[config.mk]
export PLATFORM = sky130hd
export DESIGN_NAME = mem_stage_flat
export DESIGN_NICKNAME = d
export VERILOG_FILES = /design/src/rtl/mem_stage_if.sv /design/src/rtl/mem_stage.sv /design/src/flat_wrapper.sv
export SDC_FILE = /design/constraint.sdc
export NUM_CORES = 1
export LEC_CHECK = 0
export ABC_AREA = 1
export ABC_CLOCK_PERIOD_IN_PS = 3500
export CORE_UTILIZATION = 41
export CTS_CLUSTER_DIAMETER = 60
export DETAILED_ROUTE_END_ITERATION = 10
export GPL_ROUTABILITY_DRIVEN = 0
export PLACE_DENSITY = 0.82
export SETUP_SLACK_MARGIN = 0.1
export SLEW_MARGIN = 20
export SYNTH_ARGS = -nofsm -noshare
export SYNTH_HDL_FRONTEND = slang
export SYNTH_SLANG_ARGS = --single-unit
[constraint.sdc]
create_clock -name clk -period 3.5 [get_ports clk]
set_input_delay 0.7 -clock clk [delete_from_list [all_inputs] [get_ports clk]]
set_output_delay 0.7 -clock clk [all_outputs]
set_load 0.005 [all_outputs]
[src/rtl/mem_stage_if.sv]
// Handshake and bus bundle between execute, the memory stage, writeback and the data SRAM.
// The slave modport is the memory stage; the master modport is its surroundings.
interface mem_stage_if #(
    parameter int ES_BUS_W = 75,
    parameter int MS_BUS_W = 70
);
    logic                es_to_ms_valid;
    logic [ES_BUS_W-1:0] es_to_ms_bus;
    logic                ms_allowin;
    logic                ws_allowin;
    logic                ms_to_ws_valid;
    logic [MS_BUS_W-1:0] ms_to_ws_bus;
    logic [38:0]         ms_rf_zip;
    logic                ms_data_pending;
    logic                data_sram_data_ok;
    logic [31:0]         data_sram_rdata;

    modport master (
        output es_to_ms_valid, es_to_ms_bus, ws_allowin, data_sram_data_ok, data_sram_rdata,
        input  ms_allowin, ms_to_ws_valid, ms_to_ws_bus, ms_rf_zip, ms_data_pending
    );

    modport slave (
        input  es_to_ms_valid, es_to_ms_bus, ws_allowin, data_sram_data_ok, data_sram_rdata,
        output ms_allowin, ms_to_ws_valid, ms_to_ws_bus, ms_rf_zip, ms_data_pending
    );
endinterface

[src/rtl/mem_stage.sv]
// Memory-access pipeline stage: holds one instruction from execute, waits for its SRAM
// response, aligns/extends load data and forwards the result to writeback.
module mem_stage (
    input  logic        clk,
    input  logic        reset,
    mem_stage_if.slave  ms
);
    typedef enum logic [1:0] {
        EMPTY = 2'd0,
        WAIT  = 2'd1,
        READY = 2'd2
    } state_e;

    state_e      state_q, state_d;
    logic        ms_valid_q, ms_valid_d;
    logic        res_from_mem_q;
    logic        rf_we_q;
    logic [4:0]  rf_waddr_q;
    logic [31:0] alu_result_q;
    logic [2:0]  mem_op_q;
    logic [31:0] pc_q;
    logic [31:0] rdata_buf_q;

    logic        es_mem_req;
    logic        data_ok;
    logic        ms_ready_go;
    logic        allowin;
    logic        accept;
    logic [31:0] load_word;
    logic [7:0]  load_byte;
    logic [15:0] load_half;
    logic [31:0] load_result;
    logic [31:0] final_result;

    assign es_mem_req  = ms.es_to_ms_bus[74];
    assign data_ok     = ms.data_sram_data_ok;
    assign ms_ready_go = (state_q == READY) || ((state_q == WAIT) && data_ok);
    assign allowin     = ~ms_valid_q | (ms_ready_go & ms.ws_allowin);
    assign accept      = ms.es_to_ms_valid & allowin;

    always_comb begin
        state_d    = state_q;
        ms_valid_d = ms_valid_q;
        if (allowin) begin
            ms_valid_d = ms.es_to_ms_valid;
            if (!ms.es_to_ms_valid) begin
                state_d = EMPTY;
            end else if (es_mem_req) begin
                state_d = WAIT;
            end else begin
                state_d = READY;
            end
        end else if ((state_q == WAIT) && data_ok) begin
            state_d = READY;
        end
    end

    always_ff @(posedge clk or posedge reset) begin
        if (reset) begin
            state_q        <= EMPTY;
            ms_valid_q     <= 1'b0;
            res_from_mem_q <= 1'b0;
            rf_we_q        <= 1'b0;
            rf_waddr_q     <= '0;
            alu_result_q   <= '0;
            mem_op_q       <= '0;
            pc_q           <= '0;
            rdata_buf_q    <= '0;
        end else begin
            state_q    <= state_d;
            ms_valid_q <= ms_valid_d;
            if (accept) begin
                res_from_mem_q <= ms.es_to_ms_bus[73];
                rf_we_q        <= ms.es_to_ms_bus[72];
                rf_waddr_q     <= ms.es_to_ms_bus[71:67];
                alu_result_q   <= ms.es_to_ms_bus[66:35];
                mem_op_q       <= ms.es_to_ms_bus[34:32];
                pc_q           <= ms.es_to_ms_bus[31:0];
            end
            if ((state_q == WAIT) && data_ok) begin
                rdata_buf_q <= ms.data_sram_rdata;
            end
        end
    end

    // In the data_ok cycle the raw SRAM data bypasses the buffer so a load can leave at once.
    assign load_word = (state_q == WAIT) ? ms.data_sram_rdata : rdata_buf_q;

    always_comb begin
        case (alu_result_q[1:0])
            2'd0:    load_byte = load_word[7:0];
            2'd1:    load_byte = load_word[15:8];
            2'd2:    load_byte = load_word[23:16];
            default: load_byte = load_word[31:24];
        endcase
        load_half = alu_result_q[1] ? load_word[31:16] : load_word[15:0];
    end

    always_comb begin
        case (mem_op_q)
            3'b001:  load_result = {{24{load_byte[7]}}, load_byte};
            3'b010:  load_result = {{16{load_half[15]}}, load_half};
            3'b101:  load_result = {24'd0, load_byte};
            3'b110:  load_result = {16'd0, load_half};
            default: load_result = load_word;
        endcase
    end

    assign final_result = res_from_mem_q ? load_result : alu_result_q;

    assign ms.ms_allowin      = allowin;
    assign ms.ms_to_ws_valid  = ms_valid_q & ms_ready_go;
    assign ms.ms_to_ws_bus    = {rf_we_q, rf_waddr_q, final_result, pc_q};
    assign ms.ms_rf_zip       = {39{ms_valid_q}} & {res_from_mem_q, rf_we_q, rf_waddr_q, final_result};
    assign ms.ms_data_pending = ms_valid_q & res_from_mem_q & (state_q == WAIT) & ~data_ok;
endmodule

[src/flat_wrapper.sv]
// flat-port wrapper written by rule: the top's interface ports become plain ports
module mem_stage_flat 
  (clk, reset, ms_es_to_ms_valid, ms_es_to_ms_bus, ms_ws_allowin, ms_data_sram_data_ok, ms_data_sram_rdata, ms_ms_allowin, ms_ms_to_ws_valid, ms_ms_to_ws_bus, ms_ms_rf_zip, ms_ms_data_pending);
  mem_stage_if ms_i ();
  input  logic clk;
  input  logic reset;
  input wire logic [$bits(ms_i.es_to_ms_valid)-1:0] ms_es_to_ms_valid;
  input wire logic [$bits(ms_i.es_to_ms_bus)-1:0] ms_es_to_ms_bus;
  input wire logic [$bits(ms_i.ws_allowin)-1:0] ms_ws_allowin;
  input wire logic [$bits(ms_i.data_sram_data_ok)-1:0] ms_data_sram_data_ok;
  input wire logic [$bits(ms_i.data_sram_rdata)-1:0] ms_data_sram_rdata;
  output wire logic [$bits(ms_i.ms_allowin)-1:0] ms_ms_allowin;
  output wire logic [$bits(ms_i.ms_to_ws_valid)-1:0] ms_ms_to_ws_valid;
  output wire logic [$bits(ms_i.ms_to_ws_bus)-1:0] ms_ms_to_ws_bus;
  output wire logic [$bits(ms_i.ms_rf_zip)-1:0] ms_ms_rf_zip;
  output wire logic [$bits(ms_i.ms_data_pending)-1:0] ms_ms_data_pending;
  assign ms_i.es_to_ms_valid = ms_es_to_ms_valid;
  assign ms_i.es_to_ms_bus = ms_es_to_ms_bus;
  assign ms_i.ws_allowin = ms_ws_allowin;
  assign ms_i.data_sram_data_ok = ms_data_sram_data_ok;
  assign ms_i.data_sram_rdata = ms_data_sram_rdata;
  assign ms_ms_allowin = ms_i.ms_allowin;
  assign ms_ms_to_ws_valid = ms_i.ms_to_ws_valid;
  assign ms_ms_to_ws_bus = ms_i.ms_to_ws_bus;
  assign ms_ms_rf_zip = ms_i.ms_rf_zip;
  assign ms_ms_data_pending = ms_i.ms_data_pending;
  mem_stage u_core (.clk(clk), .reset(reset), .ms(ms_i));
endmodule
==> report_table.html, run 1 <==
<table>
<tr><th>Metric</th><th>Value</th></tr>
<tr><th colspan="2">Synthesis</th></tr>
<tr><td>Post-Synthesis Net Count</td><td>821</td></tr>
<tr><td>Synthesis Warnings</td><td>0</td></tr>
<tr><td>Post-synthesis instance area</td><td>5950 sq um</td></tr>
<tr><td>Proportion of synthesized chip area in sequential cells</td><td>45.8%</td></tr>
<tr><td>Flip-flop and latch count after synthesis</td><td>109</td></tr>
<tr><td>Number of instances in the synthesized netlist</td><td>707</td></tr>
<tr><td>Yosys cell types</td><td>29</td></tr>
<tr><td>Post-synthesis area per instance</td><td>8.42 sq um</td></tr>
<tr><th colspan="2">Power</th></tr>
<tr><td>Leakage power summed over all cells</td><td>0.00466 uW</td></tr>
<tr><td>Cell area power density</td><td>1060 nW/um^2</td></tr>
<tr><td>Total power</td><td>9510 uW</td></tr>
<tr><td>Max IR drop VDD</td><td>707 uV</td></tr>
<tr><th colspan="2">Setup path</th></tr>
<tr><td>Data arrival, critical path</td><td>2.67 ns</td></tr>
<tr><td>Endpoint class of the critical path</td><td>output pin</td></tr>
<tr><td>Cell-by-cell trace of the critical path</td><td>clkdlybuf4s50_1, inv_1, nand2_2, nand3_2, nand3_2, nand3_4, buf_4, o211ai_1, nand2_1, nand2_2, clkdlybuf4s50_1</td></tr>
<tr><td>Critical path launch point type</td><td>input port</td></tr>
<tr><td>CP required</td><td>2.80 ns</td></tr>
<tr><td>Class of the most critical setup path</td><td>input port to output pin</td></tr>
<tr><td>Crit path max fanout</td><td>7</td></tr>
<tr><td>Highest cell delay on the worst timing path</td><td>0.52 ns</td></tr>
<tr><td>Cell with the largest stage delay on the worst path</td><td>sky130_fd_sc_hd__clkdlybuf4s50_1</td></tr>
<tr><th colspan="2">Floorplanning</th></tr>
<tr><td>Number of top-level pins</td><td>224</td></tr>
<tr><td>Row cnt</td><td>43</td></tr>
<tr><td>DIE WIDTH</td><td>123 um</td></tr>
<tr><td>Starting Density</td><td>42.4%</td></tr>
<tr><td>Area of the placeable core</td><td>14000 sq um</td></tr>
<tr><td>Total die area</td><td>15000 sq um</td></tr>
<tr><td>Vertical extent of the die</td><td>123 um</td></tr>
<tr><th colspan="2">Routing</th></tr>
<tr><td>Average wire length per cell after detail routing</td><td>16.5 um</td></tr>
<tr><td>Drt first-iter violations</td><td>322</td></tr>
<tr><td>Post-route antenna net violation count</td><td>0</td></tr>
<tr><td>Count of vias placed by the detailed router</td><td>5536</td></tr>
<tr><td>DR vias/cell</td><td>5.01</td></tr>
<tr><td>Drc violations</td><td>0</td></tr>
<tr><td>Number of optimization iterations in the first detailed-route pass</td><td>5</td></tr>
<tr><td>Total Routed Length</td><td>18200 um</td></tr>
<tr><th colspan="2">Placed design</th></tr>
<tr><td>Half-perimeter wire length after placement</td><td>12900 um</td></tr>
<tr><td>Worst slack, placed</td><td>-0.00513 ns</td></tr>
<tr><td>Instance area after placement</td><td>8370 sq um</td></tr>
<tr><td>Quantity of I/O buffers inserted on ports</td><td>223</td></tr>
<tr><th colspan="2">CTS</th></tr>
<tr><td>TritonCTS sink count</td><td>109</td></tr>
<tr><td>CTS max path bufs</td><td>2</td></tr>
<tr><td>Clock transition at the registers of the reported paths</td><td>0.07 ns</td></tr>
<tr><td>Worst-skew pair later-pin latency</td><td>0.35 ns</td></tr>
<tr><td>TritonCTS clock tree</td><td>done</td></tr>
<tr><td>Hold-fix buffers, CTS</td><td>0</td></tr>
<tr><td>Clock buffers created by TritonCTS</td><td>9</td></tr>
<tr><td>Root Buffer Master</td><td>sky130_fd_sc_hd__clkbuf_16</td></tr>
<tr><td>Depth of the CTS H-tree</td><td>3</td></tr>
<tr><th colspan="2">STA</th></tr>
<tr><td>Setup violators final</td><td>0</td></tr>
<tr><td>Setup repair after global routing missed its margin</td><td>yes</td></tr>
<tr><td>Total count of hold-check failures in the final report</td><td>0</td></tr>
<tr><td>Final period util</td><td>96.2%</td></tr>
<tr><td>Clock skew</td><td>0.00848 ns</td></tr>
<tr><td>Final setup TNS</td><td>0 ns</td></tr>
<tr><td>Setup slack of the critical path after layout</td><td>0.132 ns</td></tr>
<tr><td>Worst-case headroom to the max-slew limit</td><td>46.0%</td></tr>
<tr><td>Highest achievable clock rate</td><td>0.297 GHz</td></tr>
<tr><td>Slew Viols, Final</td><td>0</td></tr>
<tr><td>Slew @ Worst Pin</td><td>0.808 ns</td></tr>
<tr><td>Final min period</td><td>3.37 ns</td></tr>
<tr><th colspan="2">Run status</th></tr>
<tr><td>Result of the run</td><td>complete, no violations</td></tr>
<tr><th colspan="2">GRT</th></tr>
<tr><td>Global-route total usage across every layer</td><td>24.5%</td></tr>
<tr><td>Number of global-route vias before repair</td><td>5416</td></tr>
<tr><td>Total congestion overflow after global routing</td><td>0</td></tr>
<tr><td>Wire length of the first global-routing pass</td><td>27700 um</td></tr>
<tr><td>Initial antenna violation count</td><td>0</td></tr>
<tr><td>Largest net degree at the start of global routing</td><td>110</td></tr>
<tr><th colspan="2">Final layout</th></tr>
<tr><td>Share of final-layout standard cells stronger than drive strength 1</td><td>17.0%</td></tr>
<tr><td>Ant. Diodes</td><td>0</td></tr>
<tr><td>Multi-input gate area in the final layout</td><td>2750 sq um</td></tr>
<tr><td>Final core area utilization</td><td>63.9%</td></tr>
<tr><td>Total Nets Final</td><td>1035</td></tr>
<tr><td>Synth-to-Final Area Change</td><td>50.8%</td></tr>
<tr><td>Storage element area</td><td>2730 sq um</td></tr>
<tr><td>Cell area after layout</td><td>8980 sq um</td></tr>
<tr><td>Fillers</td><td>1167</td></tr>
<tr><th colspan="2">Hold path</th></tr>
<tr><td>Tightest Hold Check Type</td><td>register to register</td></tr>
<tr><th colspan="2">Run</th></tr>
<tr><td>Max-capacitance violation count</td><td>0</td></tr>
</table>
==> final timing paths <==
path	startpoint	end	slack, ns	depth (start not counted)
worst max-delay path	ms_data_sram_rdata[23]	ms_ms_to_ws_bus[45]	0.13	11
worst min-delay path	u_core.rdata_buf_q[8]	u_core.rdata_buf_q[8]	0.49	2
worst max register to register	u_core.ms_valid_q	u_core.pc_q[20]	1.21	6
worst min register to register	u_core.rdata_buf_q[8]	u_core.rdata_buf_q[8]	0.49	2
max in group asynchronous	reset	u_core.alu_result_q[26]	2.20	3
min in group asynchronous	reset	u_core.ms_valid_q	0.87	3
==> report_power, final <==
part / switching, uW / total, uW / internal (uW)
Sequential: 382 / 2270 / 1880
Combinational: 2910 / 6060 / 3150
Clock: 456 / 1190 / 734
Total: 3750 / 9510 / 5760
==> metal layers <==
metal	track usage, %	wire [um]	up-vias	share of wire [%]
met4	9.60	440	0	2.4
li1	-	-	2666	-
met3	7.57	1660	29	9.1
met5	0	0	-	0
met2	41.7	9090	248	50
met1	28.7	7030	2593	39
==> flip-flops by register name (all words and copies together), names as in the netlist <==
register	flops
u_core.alu_result_q	32
u_core.pc_q	32
u_core.rdata_buf_q	32
u_core.rf_waddr_q	5
u_core.mem_op_q	3
u_core.state_q	2
u_core.ms_valid_q	1
u_core.res_from_mem_q	1
u_core.rf_we_q	1
==> critical path: cells and delay by family <==
family	cells	cell delay, ns
AO/OA/AOI/OAI	1	0.08
buffers and inverters	4	1.29
AND/OR/NAND/NOR	6	0.57
==> repair_timing <==
action | CTS | global route
endpoints found under the setup margin | 19 | 58
gates cloned | 0 | 1
resized for setup | 14 | 75
buffers inserted | 0 | 2
pin swaps | 0 | 8
==> Yosys cell counts <==
cell	n	share of area, %
sky130_fd_sc_hd__ha_1	2	0.42
sky130_fd_sc_hd__or2_2	9	0.95
sky130_fd_sc_hd__o21ai_2	1	0.15
sky130_fd_sc_hd__o21ai_1	1	0.084
sky130_fd_sc_hd__nand2_2	4	0.42
sky130_fd_sc_hd__a31oi_1	1	0.11
sky130_fd_sc_hd__inv_4	1	0.11
sky130_fd_sc_hd__a21oi_1	17	1.4
sky130_fd_sc_hd__mux2i_1	7	1.2
sky130_fd_sc_hd__nand3_4	1	0.29
sky130_fd_sc_hd__clkbuf_1	25	1.6
sky130_fd_sc_hd__buf_6	6	1.1
sky130_fd_sc_hd__inv_1	106	6.7
sky130_fd_sc_hd__dfrtp_1	109	46
sky130_fd_sc_hd__o211ai_1	7	0.88
sky130_fd_sc_hd__nand3_1	27	2.3
sky130_fd_sc_hd__nand3_2	1	0.17
sky130_fd_sc_hd__nand2_1	159	10
sky130_fd_sc_hd__mux2_2	48	9.1
sky130_fd_sc_hd__buf_2	9	0.76
sky130_fd_sc_hd__mux2_4	17	4.3
sky130_fd_sc_hd__nand2_4	1	0.19
sky130_fd_sc_hd__inv_2	2	0.13
sky130_fd_sc_hd__o21ai_0	71	6.0
sky130_fd_sc_hd__o22ai_1	8	0.84
sky130_fd_sc_hd__nor3_1	1	0.084
sky130_fd_sc_hd__nor2_1	56	3.5
sky130_fd_sc_hd__buf_4	1	0.13
sky130_fd_sc_hd__a21oi_2	9	1.3
==> placed cells by master, fill, tap and decap left out, types with 2 or more instances in the layout <==
| cell | netlist | routed |
|---|---|---|
| sky130_fd_sc_hd__clkdlybuf4s50_1 | 0 | 188 |
| sky130_fd_sc_hd__nand2_1 | 159 | 155 |
| sky130_fd_sc_hd__dfrtp_1 | 109 | 108 |
| sky130_fd_sc_hd__inv_1 | 106 | 102 |
| sky130_fd_sc_hd__o21ai_0 | 71 | 59 |
| sky130_fd_sc_hd__nor2_1 | 56 | 55 |
| sky130_fd_sc_hd__mux2_2 | 48 | 48 |
| sky130_fd_sc_hd__dlymetal6s2s_1 | 0 | 29 |
| sky130_fd_sc_hd__mux2_4 | 17 | 17 |
| sky130_fd_sc_hd__a21oi_1 | 17 | 17 |
| sky130_fd_sc_hd__nand3_1 | 27 | 15 |
| sky130_fd_sc_hd__buf_4 | 1 | 15 |
| sky130_fd_sc_hd__nand3_2 | 1 | 13 |
| sky130_fd_sc_hd__a21oi_2 | 9 | 9 |
| sky130_fd_sc_hd__o21ai_1 | 1 | 9 |
| sky130_fd_sc_hd__or2_2 | 9 | 9 |
| sky130_fd_sc_hd__clkbuf_16 | 0 | 9 |
| sky130_fd_sc_hd__mux2i_1 | 7 | 7 |
| sky130_fd_sc_hd__o211ai_1 | 7 | 7 |
| sky130_fd_sc_hd__o22ai_1 | 8 | 7 |
| sky130_fd_sc_hd__dlygate4sd2_1 | 0 | 6 |
| sky130_fd_sc_hd__nand2_2 | 4 | 5 |
| sky130_fd_sc_hd__o21ai_2 | 1 | 5 |
| sky130_fd_sc_hd__inv_2 | 2 | 4 |
| sky130_fd_sc_hd__buf_12 | 0 | 4 |
| sky130_fd_sc_hd__nand2_8 | 0 | 3 |
| sky130_fd_sc_hd__bufinv_16 | 0 | 3 |
| sky130_fd_sc_hd__nand2_4 | 1 | 2 |
| sky130_fd_sc_hd__ha_1 | 2 | 2 |
| sky130_fd_sc_hd__clkbuf_8 | 0 | 2 |
==> per-stage QoR <==
stage / hold slack (ns) / std cells
after floorplan: 0.448 / 707
after global placement: 0.463 / 1087
after detailed placement: 0.472 / 1087
after CTS: 0.493 / 1102
after global routing: 0.520 / 1105
final: 0.493 / 1105
==> layout make-up <==
type                    instances  share of cell area [%]
clock buffers                  11                    2.82
clock inverters                 4                    1.06
inverters                     109                    4.71
multi-input cells             449                    30.6
flip-flops and latches        109                    30.4
well taps                     180                    2.51
repair buffers                243                    27.9
==> cell families (layout without fill, tap and decap cells) <==
kind of cell	Yosys count	in the layout	share of synthesized area, %
flip-flops	109	109	45.8
multiplexers	72	72	14.5
AND/OR/NAND/NOR	259	260	17.9
adder cells (fa/ha/maj)	2	2	0.420
buffers and inverters	150	367	10.5
AO/OA/AOI/OAI	115	115	10.8
(Power assumes the default switching activity.)
==> run 2, diff against run 1 <==
--- a/config.mk
+++ b/config.mk
@@ -11,6 +11,7 @@
 export CTS_CLUSTER_DIAMETER = 60
 export DETAILED_ROUTE_END_ITERATION = 10
 export GPL_ROUTABILITY_DRIVEN = 0
+export HOLD_SLACK_MARGIN = 0.1
 export PLACE_DENSITY = 0.82
 export SETUP_SLACK_MARGIN = 0.1
 export SLEW_MARGIN = 20
==> results of run 2 <==
No change in the layout: final DEF, timing and power equal those of run 1.
